==> src/rtl/crane_pkg.sv <==
//==============================================================================
// crane_pkg
//------------------------------------------------------------------------------
// Shared definitions for the crane controller and its job scheduler:
//   - crane action codes (c_ACT_*)
//   - job_t: one queued lift job {bay id, target angle}
//   - sched_state_t: scheduler FSM states
//------------------------------------------------------------------------------
// Revision: 1.0  initial release
//==============================================================================
`default_nettype none

package crane_pkg;

  // Crane action codes, in the order the crane steps through a lift
  localparam logic [2:0] c_ACT_DN      = 3'b000;
  localparam logic [2:0] c_ACT_A1      = 3'b001;
  localparam logic [2:0] c_ACT_UP      = 3'b010;
  localparam logic [2:0] c_ACT_A2      = 3'b011;
  localparam logic [2:0] c_ACT_R1      = 3'b100;
  localparam logic [2:0] c_ACT_R2      = 3'b101;
  localparam logic [2:0] c_ACT_NOTHING = 3'b110;

  typedef struct packed {
    logic [1:0] id;
    logic [1:0] angle;
  } job_t;

  typedef enum logic [2:0] {
    S_IDLE   = 3'd0,
    S_ISSUE  = 3'd1,
    S_RUN    = 3'd2,
    S_RETURN = 3'd3,
    S_DONE   = 3'd4,
    S_FAULT  = 3'd5
  } sched_state_t;

endpackage

`default_nettype wire

==> src/rtl/crane_job_fifo.sv <==
//==============================================================================
// crane_job_fifo
//------------------------------------------------------------------------------
// Synchronous FIFO with binary wrap pointers (one extra MSB distinguishes
// full from empty).
// Ports:
//   clk, reset      clock, asynchronous active-high reset
//   push, din       write request / data (accepted when not full, or when a
//                   pop happens in the same cycle)
//   pop, dout       read request / head data (pop ignored when empty)
//   full, empty     status
//   count           occupancy, 0..DEPTH
//------------------------------------------------------------------------------
// Revision: 1.0  initial release
//==============================================================================
`default_nettype none

module crane_job_fifo #(
  parameter int DEPTH = 4,
  parameter int WIDTH = 4
) (
  input  logic                     clk,
  input  logic                     reset,
  input  logic                     push,
  input  logic [WIDTH-1:0]         din,
  input  logic                     pop,
  output logic [WIDTH-1:0]         dout,
  output logic                     full,
  output logic                     empty,
  output logic [$clog2(DEPTH):0]   count
);

  localparam int AW = $clog2(DEPTH);

  logic [WIDTH-1:0] r_mem [DEPTH];
  logic [AW:0]      r_wr;
  logic [AW:0]      r_rd;
  logic             w_do_push;
  logic             w_do_pop;

  assign empty = (r_wr == r_rd);
  assign full  = (r_wr[AW] != r_rd[AW]) && (r_wr[AW-1:0] == r_rd[AW-1:0]);
  assign count = r_wr - r_rd;
  assign dout  = r_mem[r_rd[AW-1:0]];

  assign w_do_pop  = pop && !empty;
  // A pop in the same cycle frees the slot, so a push into a full FIFO lands
  assign w_do_push = push && (!full || w_do_pop);

  always_ff @(posedge clk or posedge reset) begin
    if (reset) begin
      r_wr <= '0;
      r_rd <= '0;
    end else begin
      if (w_do_push) r_wr <= r_wr + 1'b1;
      if (w_do_pop)  r_rd <= r_rd + 1'b1;
    end
  end

  always_ff @(posedge clk) begin
    if (w_do_push) r_mem[r_wr[AW-1:0]] <= din;
  end

endmodule

`default_nettype wire

==> src/rtl/crane_job_scheduler.sv <==
//==============================================================================
// crane_job_scheduler
//------------------------------------------------------------------------------
// Round-robin arbiter for four loading bays feeding a job FIFO, and an FSM
// that issues one job at a time to the crane, routes the owning bay's
// hook/unhook strobes and detects completion or timeout.
// Ports:
//   clk, reset                 clock, asynchronous active-high reset
//   req[3:0], angle[7:0]       per-bay request (level) and 2-bit target angle
//   hooked_i, unhooked_i       per-bay hook / unhook done strobes
//   crane_action[2:0]          action code reported by the crane
//   ack, done, fail [3:0]      per-bay one-cycle pulses
//   crane_write_mode           one-cycle job start
//   crane_mode_in[1:0]         target angle of the current job
//   crane_hooked/_unhooked     strobes of the owning bay (RUN only)
//   crane_rst                  one-cycle abort reset to the crane
//   busy, err                  FSM not idle / sticky timeout flag
//   count                      FIFO occupancy
//------------------------------------------------------------------------------
// Revision: 1.0  initial release
//==============================================================================
`default_nettype none

module crane_job_scheduler
  import crane_pkg::*;
#(
  parameter int         DEPTH       = 4,
  parameter int         TIMEOUT     = 255,
  parameter int         RST_WAIT    = 2,
  parameter logic [2:0] ACT_NOTHING = c_ACT_NOTHING,
  parameter logic [2:0] ACT_R2      = c_ACT_R2
) (
  input  logic                   clk,
  input  logic                   reset,
  input  logic [3:0]             req,
  input  logic [7:0]             angle,
  input  logic [3:0]             hooked_i,
  input  logic [3:0]             unhooked_i,
  input  logic [2:0]             crane_action,
  output logic [3:0]             ack,
  output logic [3:0]             done,
  output logic [3:0]             fail,
  output logic                   crane_write_mode,
  output logic [1:0]             crane_mode_in,
  output logic                   crane_hooked,
  output logic                   crane_unhooked,
  output logic                   crane_rst,
  output logic                   busy,
  output logic                   err,
  output logic [$clog2(DEPTH):0] count
);

  localparam int CW = $clog2(DEPTH) + 1;

  // Arbiter
  logic [3:0]   r_ack;
  logic [1:0]   r_ptr;
  logic         r_push_vld;
  job_t         r_push_job;
  logic [3:0]   w_elig;
  logic         w_gnt_vld;
  logic [1:0]   w_gnt_id;
  logic         w_room;
  logic         w_grant;

  // FIFO
  job_t         w_head;
  logic         w_full;
  logic         w_empty;
  logic [CW-1:0] w_count;

  // FSM
  sched_state_t r_state;
  sched_state_t w_state_nxt;
  job_t         r_cur;
  logic [7:0]   r_timer;
  logic [7:0]   w_timer_inc;
  logic         w_tmo;
  logic         w_pop;
  logic         r_err;
  logic [3:0]   w_cur_onehot;
  logic         w_fault_entry;

  assign w_elig = req & ~r_ack;

  // First eligible bay at or after the pointer; scanning from the far end
  // lets the nearest offset win.
  always_comb begin
    w_gnt_vld = 1'b0;
    w_gnt_id  = 2'd0;
    for (int i = 3; i >= 0; i--) begin
      if (w_elig[r_ptr + i[1:0]]) begin
        w_gnt_vld = 1'b1;
        w_gnt_id  = r_ptr + i[1:0];
      end
    end
  end

  // The push lags the grant by a cycle, so room is judged on the occupancy
  // the FIFO will have when that push lands (pending push and current pop).
  always_comb begin
    if (w_pop)           w_room = 1'b1;
    else if (r_push_vld) w_room = (w_count < CW'(DEPTH - 1));
    else                 w_room = !w_full;
  end

  assign w_grant = w_gnt_vld && w_room;

  always_ff @(posedge clk or posedge reset) begin
    if (reset) begin
      r_ack      <= '0;
      r_ptr      <= '0;
      r_push_vld <= 1'b0;
      r_push_job <= '0;
    end else begin
      r_ack      <= w_grant ? (4'b0001 << w_gnt_id) : 4'b0000;
      r_push_vld <= w_grant;
      if (w_grant) begin
        r_push_job <= '{id: w_gnt_id, angle: angle[2*w_gnt_id +: 2]};
        r_ptr      <= w_gnt_id + 2'd1;
      end
    end
  end

  crane_job_fifo #(
    .DEPTH (DEPTH),
    .WIDTH ($bits(job_t))
  ) u_fifo (
    .clk   (clk),
    .reset (reset),
    .push  (r_push_vld),
    .din   (r_push_job),
    .pop   (w_pop),
    .dout  (w_head),
    .full  (w_full),
    .empty (w_empty),
    .count (w_count)
  );

  assign w_timer_inc = r_timer + 8'd1;
  // Timer reaches TIMEOUT on this edge; beats any action match
  assign w_tmo       = (w_timer_inc == 8'(TIMEOUT));

  always_comb begin
    w_state_nxt = r_state;
    w_pop       = 1'b0;
    case (r_state)
      S_IDLE: begin
        if (!w_empty) begin
          w_pop       = 1'b1;
          w_state_nxt = S_ISSUE;
        end
      end
      S_ISSUE:  w_state_nxt = S_RUN;
      S_RUN: begin
        if (w_tmo)                       w_state_nxt = S_FAULT;
        else if (crane_action == ACT_R2) w_state_nxt = S_RETURN;
      end
      S_RETURN: begin
        if (w_tmo)                            w_state_nxt = S_FAULT;
        else if (crane_action == ACT_NOTHING) w_state_nxt = S_DONE;
      end
      S_DONE:   w_state_nxt = S_IDLE;
      S_FAULT: begin
        if (r_timer == 8'(RST_WAIT)) w_state_nxt = S_IDLE;
      end
      default:  w_state_nxt = S_IDLE;
    endcase
  end

  always_ff @(posedge clk or posedge reset) begin
    if (reset) begin
      r_state <= S_IDLE;
      r_cur   <= '0;
      r_timer <= '0;
      r_err   <= 1'b0;
    end else begin
      r_state <= w_state_nxt;
      if (w_pop) r_cur <= w_head;
      if (w_state_nxt == S_FAULT) r_err <= 1'b1;
      // Timer doubles as the FAULT hold counter: zeroed on FAULT entry,
      // so timer == 0 marks the entry cycle.
      case (r_state)
        S_ISSUE:          r_timer <= '0;
        S_RUN, S_RETURN:  r_timer <= (w_state_nxt == S_FAULT) ? 8'd0 : w_timer_inc;
        S_FAULT:          r_timer <= w_timer_inc;
        default:          r_timer <= r_timer;
      endcase
    end
  end

  assign w_cur_onehot  = 4'b0001 << r_cur.id;
  assign w_fault_entry = (r_state == S_FAULT) && (r_timer == 8'd0);

  assign ack              = r_ack;
  assign done             = (r_state == S_DONE) ? w_cur_onehot : 4'b0000;
  assign fail             = w_fault_entry ? w_cur_onehot : 4'b0000;
  assign crane_rst        = w_fault_entry;
  assign crane_write_mode = (r_state == S_ISSUE);
  // r_cur only loads on the IDLE pop, so this changes only entering ISSUE
  assign crane_mode_in    = r_cur.angle;
  assign crane_hooked     = (r_state == S_RUN) && hooked_i[r_cur.id];
  assign crane_unhooked   = (r_state == S_RUN) && unhooked_i[r_cur.id];
  assign busy             = (r_state != S_IDLE);
  assign err              = r_err;
  assign count            = w_count;

endmodule

`default_nettype wire

==> config.mk <==
export PLATFORM = sky130hd
export DESIGN_NAME = crane_job_scheduler
export DESIGN_NICKNAME = d
export VERILOG_FILES = /design/src/rtl/crane_pkg.sv /design/src/rtl/crane_job_fifo.sv /design/src/rtl/crane_job_scheduler.sv
export SDC_FILE = /design/constraint.sdc
export NUM_CORES = 1
export LEC_CHECK = 0
export BUFFER_PORTS_ARGS = -buffer_cell sky130_fd_sc_hd__buf_2
export CORE_ASPECT_RATIO = 0.5
export CORE_MARGIN = 4
export CORE_UTILIZATION = 53
export CTS_BUF_LIST = sky130_fd_sc_hd__clkbuf_4
export DETAILED_ROUTE_END_ITERATION = 16
export GPL_TIMING_DRIVEN = 0
export PLACE_DENSITY_LB_ADDON = 0.05
export RECOVER_POWER = 25
export SLEW_MARGIN = 30
export SYNTH_ARGS = -nofsm -noshare
export SYNTH_HDL_FRONTEND = slang
export SYNTH_SLANG_ARGS = --single-unit
==> constraint.sdc <==
create_clock -name clk -period 5.6 [get_ports clk]
set_input_delay 0.28 -clock clk [delete_from_list [all_inputs] [get_ports clk]]
set_output_delay 0.28 -clock clk [all_outputs]
set_load 0.02 [all_outputs]
==> results of run 1 <==
## path summary, 6_finish.rpt
path / end / slack [ns] / depth (start not counted)
max: fail[0] / 2.96 / 5
min: r_timer[4] / 0.23 / 2
max reg2reg: r_push_job[3] / 3.05 / 8
min reg2reg: err / 0.49 / 1
max in group asynchronous: r_push_job[2] / 4.61 / 2
min in group clk: r_push_job[0] / 0.27 / 4
## cell type report
class / instances / area share
multi-input combinational: 193 / 0.449
sequential: 49 / 0.387
timing repair buffer: 47 / 0.0696
inverter: 25 / 0.0278
tap: 70 / 0.0259
buffer: 13 / 0.0219
clock buffer: 5 / 0.0111
clock inverter: 3 / 0.00852
## state kept, by name (all words and copies together), names as in the netlist, 2 cells and up
name / flops
u_fifo.r_mem: 16
r_timer: 8
ack: 4
r_push_job: 4
r_state: 3
u_fifo.r_rd: 3
u_fifo.r_wr: 3
crane_mode_in: 2
r_cur: 2
r_ptr: 2
## cell usage after synthesis, types with 4 or more instances
master    count
a21oi_1       5
mux4_2        7
nand3_1       6
mux2i_1       5
nor3_1        5
o22ai_1       5
nor3b_1       4
inv_1        25
a21o_1        6
nand2_1      16
ha_1         14
xnor2_1       5
o21ai_0      11
edfxtp_1     16
nand2b_1      5
clkbuf_1      7
dfrtp_1      33
mux2_2        4
o21a_1        4
nor2_1       20
and2_1       11
nor2b_1       6
## power groups by stage
stage	clock (mW)	sequential (mW)	combinational [mW]
3_3_place_gp	0	0.650	1.06
3_5_place_dp	0	0.661	1.10
5_1_grt	0.201	0.671	1.22
2_1_floorplan	0	0.636	0.867
4_1_cts	0.187	0.653	1.10
6_report	0.181	0.652	1.10
## per-layer routing
layer  wire [µm]  vias up  global-route usage
met5           0        -                   0
met4          93        0              0.0609
met3         289       12              0.0363
met2        3040       59               0.340
met1        2750     1112               0.225
li1            -     1121                   -
## cell families (layout without fill, tap and decap cells)
| logic type | after synthesis | in the layout | synth area share |
|---|---|---|---|
| adder cells (fa/ha/maj) | 15 | 15 | 0.0653 |
| multiplexers | 16 | 16 | 0.0846 |
| XOR/XNOR | 8 | 8 | 0.0234 |
| flip-flops | 49 | 49 | 0.437 |
| AND/OR/NAND/NOR | 95 | 95 | 0.178 |
| buffers and inverters | 38 | 93 | 0.0561 |
| AO/OA/AOI/OAI | 59 | 59 | 0.156 |
## worst max-delay path: stages (launching register included)
cell and delay [ns]:
dfrtp_1 0.45, or4_1 0.52, nor3_1 0.25, nand4_1 0.29, nor3_1 0.26, buf_2 0.21
==> results.cfg, run 1 <==
[place]
dp_hpwl_um = 4710
io_buffers = 47
place_congestion = 0.903
placed_area_um2 = 3310
placed_cells = 397
pre_cts_ws_ns = 3.05

[logic_synthesis]
synth_top_area_share = 0.276
seq_area_frac_synth = 0.437
synth_edf_count = 16
syn-num-nets = 320
synth_top_cell_by_area = dfrtp_1
synthFlopType = dfrtp_1
syn_avg_cell_area_um2 = 10.7
yosysWarnings = 0
ys_ff_latch = 49
synth_cell_type_count = 69
syn-instance-count = 280
synth.cell_area_um2 = 2990
synth_area_leaders = dfrtp_1 (28%), edfxtp_1 (16%), ha_1 (5.9%)
synthArstFlopShare = 0.673

[final_layout]
finalInstanceArea_um2 = 3380
drive_gt1_frac = 0.263
n_antenna_cell = 0
fin_util = 0.652
areaGrowthSynthToFinish_pct = 13.0
regArea_um2 = 1310
mostFrequentLayoutCells = buf_2 (48), dfrtp_1 (33), inv_1 (25)
final_nets = 374
multiInputGateArea_um2 = 1520
fillers = 430
fin_cells = 405
layout_commonest_cell = buf_2

[setup_path]
end_kind = output pin
path_class = reg2out
crit_path_max_fanout = 5
critPathArrivalTime_ns = 2.36
startpoint = r_timer[5]
required_ns = 5.32
r2r_start = u_fifo.r_wr[0]
setup.worst_path.start_class = register

[status]
status = completed

[grt]
grt_pass1_vias = 2257
grt_pass1_wl_um = 10200
overflow = 0
grt_start_max_net_pins = 34
antenna_found_initial = 0
grtUsageTotal = 0.184

[cts]
htree_levels = 2
root_buffer = clkbuf_4
cts_tree = built
numClockSinks = 49
cts_hold_buf = 0
ctsResizeCount = 0
clock_path_buffers = 2
cts_buffers = 5
cts_setup_buffers = 0
clkTransAtPathRegs_ns = 0.16
clk_latency_ns = 0.37

[worst_hold_path]
hold_path.class = in2async

[routing]
wl_per_cell_um = 15.2
drt-total-wl_um = 6180
drt_iter0_drc = 137
num_vias = 2304
post_drt_via_cell_ratio = 5.69
ant_nets = 0
first_pass_iters = 4
route.detailed.drc = 0

[power]
vdd_drop_max_mv = 0.365
netSwitchingFraction = 0.443
p_total_mw = 1.93
p_seq_frac = 0.337
internal_power_mw = 1.08
switchingPower_uw = 858
pwr-share-clk = 0.094
p_leak_nw = 1.55
power_frac_comb = 0.569
power-per-cell-area_nw_per_um2 = 573

[sta]
layout_setup_ws_ns = 2.96
period_share = 0.471
fin_skew_ns = 0.00786
timing.slew.headroom = 0.139
hold_slack_ns = 0.233
drv_slew = 0
fin_crit_ns = 2.64
max_freq_mhz = 379
worstMarginPinSlew_ns = 1.29
fin_setup_tns_ns = 0
rsz0062_at_grt = no
hold_viol_final = 0
finalSetupViolations = 0

[floorplanning]
coreArea_um2 = 5180
die_y_um = 61.1
ioPinCount = 48
placementRows = 18
initial_core_util = 0.577
die_x_um = 114
dieArea_um2 = 6980

[run]
maxCapViolCount = 0
Note: power is estimated with default switching activity, not from simulation.
==> inputs of run 2 (changes only) <==
==> constraint.sdc (replaced) <==
create_clock -name clk -period 2.3 [get_ports clk]
set_input_delay 0.115 -clock clk [delete_from_list [all_inputs] [get_ports clk]]
set_output_delay 0.115 -clock clk [all_outputs]
set_load 0.02 [all_outputs]
==> run 2 against run 1 <==
Net effect: via count up 2.6%; setup slack worse by 2.9 ns; critical path depth unchanged; total power rose to 2.6 times the previous value; combinational power rose to 2.7 times the previous value; die area unchanged; register-to-register slack worse by 3.0 ns; critical path type unchanged; flip-flop and latch count unchanged.
==> results.cfg, run 2 (synthesis results as in run 1) <==
[routing]
ant_nets = 0
route.detailed.drc = 0
post_drt_via_cell_ratio = 5.69
drt-total-wl_um = 6480
wl_per_cell_um = 15.6
num_vias = 2365
drt_iter0_drc = 101
first_pass_iters = 4

[power]
p_leak_nw = 1.61
p_total_mw = 4.98
power-per-cell-area_nw_per_um2 = 1410
vdd_drop_max_mv = 0.924

[floorplanning]
die_y_um = 61.1
placementRows = 18
coreArea_um2 = 5180
ioPinCount = 48
dieArea_um2 = 6980
initial_core_util = 0.577
die_x_um = 114

[setup_path]
end_kind = output pin
crit_path_max_fanout = 5
critPathArrivalTime_ns = 2.14
path_class = reg2out
setup.worst_path.start_class = register
required_ns = 2.18

[place]
dp_hpwl_um = 4760
pre_cts_ws_ns = -0.244
place_congestion = 0.916
io_buffers = 47

[grt]
grt_pass1_wl_um = 10600
antenna_found_initial = 0
grt_start_max_net_pins = 34
overflow = 0
grt_pass1_vias = 2327
grtUsageTotal = 0.194

[cts]
numClockSinks = 49
htree_levels = 2
cts_buffers = 5
clock_path_buffers = 2
cts_tree = built
clk_latency_ns = 0.37
root_buffer = clkbuf_4
clkTransAtPathRegs_ns = 0.17

[sta]
fin_crit_ns = 2.26
rsz0062_at_grt = yes
worstMarginPinSlew_ns = 1.24
layout_setup_ws_ns = 0.0416
period_share = 0.982
fin_setup_tns_ns = 0
hold_viol_final = 0
fin_skew_ns = 0.0181
timing.slew.headroom = 0.171
finalSetupViolations = 0
max_freq_mhz = 443
drv_slew = 0

[final_layout]
fillers = 421
final_nets = 385
n_antenna_cell = 0
mostFrequentLayoutCells = buf_2 (43), dfrtp_1 (30), inv_1 (24)
layout_commonest_cell = buf_2
areaGrowthSynthToFinish_pct = 17.9
drive_gt1_frac = 0.312
largest_reg_flops = 16

[worst_hold_path]
hold_path.class = in2reg

[status]
status = completed

[run]
maxCapViolCount = 0
run 2: layout make-up:
| class | count | area (µm²) | share of cell area |
|---|---|---|---|
| Buffer | 12 | 68.8 | 0.0195 |
| Clock buffer | 5 | 37.5 | 0.0106 |
| Clock inverter | 3 | 28.8 | 0.00816 |
| Inverter | 25 | 93.8 | 0.0266 |
| Multi-Input combinational cell | 193 | 1550 | 0.441 |
| Sequential cell | 49 | 1310 | 0.372 |
| Tap cell | 70 | 87.6 | 0.0248 |
| Timing Repair Buffer | 59 | 344 | 0.0976 |
run 2: worst max-delay path: stages (launching register included):
cell and delay [ns]:
dfrtp_2 0.47, or4_4 0.53, nor3_4 0.15, nand4_1 0.25
nor3_2 0.20, buf_4 0.17
run 2: per-stage QoR:
| step | hold WS (ns) | utilization | cell area (µm²) | cells |
|---|---|---|---|---|
| after global placement | 0.436 | 0.639 | 3310 | 397 |
| after detailed placement | 0.270 | 0.639 | 3310 | 397 |
| after floorplan | 0.244 | - | 2990 | 280 |
| after CTS | 0.106 | 0.662 | 3430 | 410 |
| final | 0.113 | 0.680 | 3520 | 416 |
| after global routing | 0.0901 | 0.680 | 3520 | 416 |
run 2: routing by layer:
metal / vias to the layer above / global-route usage / wire length [µm]
met5: - / 0 / 0
met4: 0 / 0.0508 / 63
met3: 6 / 0.0393 / 292
met2: 58 / 0.361 / 3280
met1: 1162 / 0.237 / 2840
li1: 1139 / - / -
run 2: repair_timing:
action                                  in CTS  in global routing
buffers inserted                             4                  7
endpoints found under the setup margin      15                 20
resized for setup                            5                 15
pin swaps                                    2                  9
hold endpoints to repair                    33                  0
hold buffers                                 1                  0
run 2: path summary, 6_finish.rpt:
path	end	start	slack (ns)	depth (start not counted)
max in group asynchronous	r_timer[2]	reset	0.87	3
min in group asynchronous	crane_mode_in[0]	reset	0.61	3
worst min-delay path	r_push_job[0]	angle[2]	0.11	4
worst max register to register	r_timer[2]	r_timer[0]	0.08	7
worst min register to register	err	err	0.50	1
worst max-delay path	fail[0]	r_timer[6]	0.04	5
run 2: where the power goes:
| part | switching [mW] | total, mW | internal [mW] |
|---|---|---|---|
| logic | 1.58 | 2.94 | 1.35 |
| registers | 0.288 | 1.61 | 1.32 |
| clock network | 0.306 | 0.439 | 0.134 |
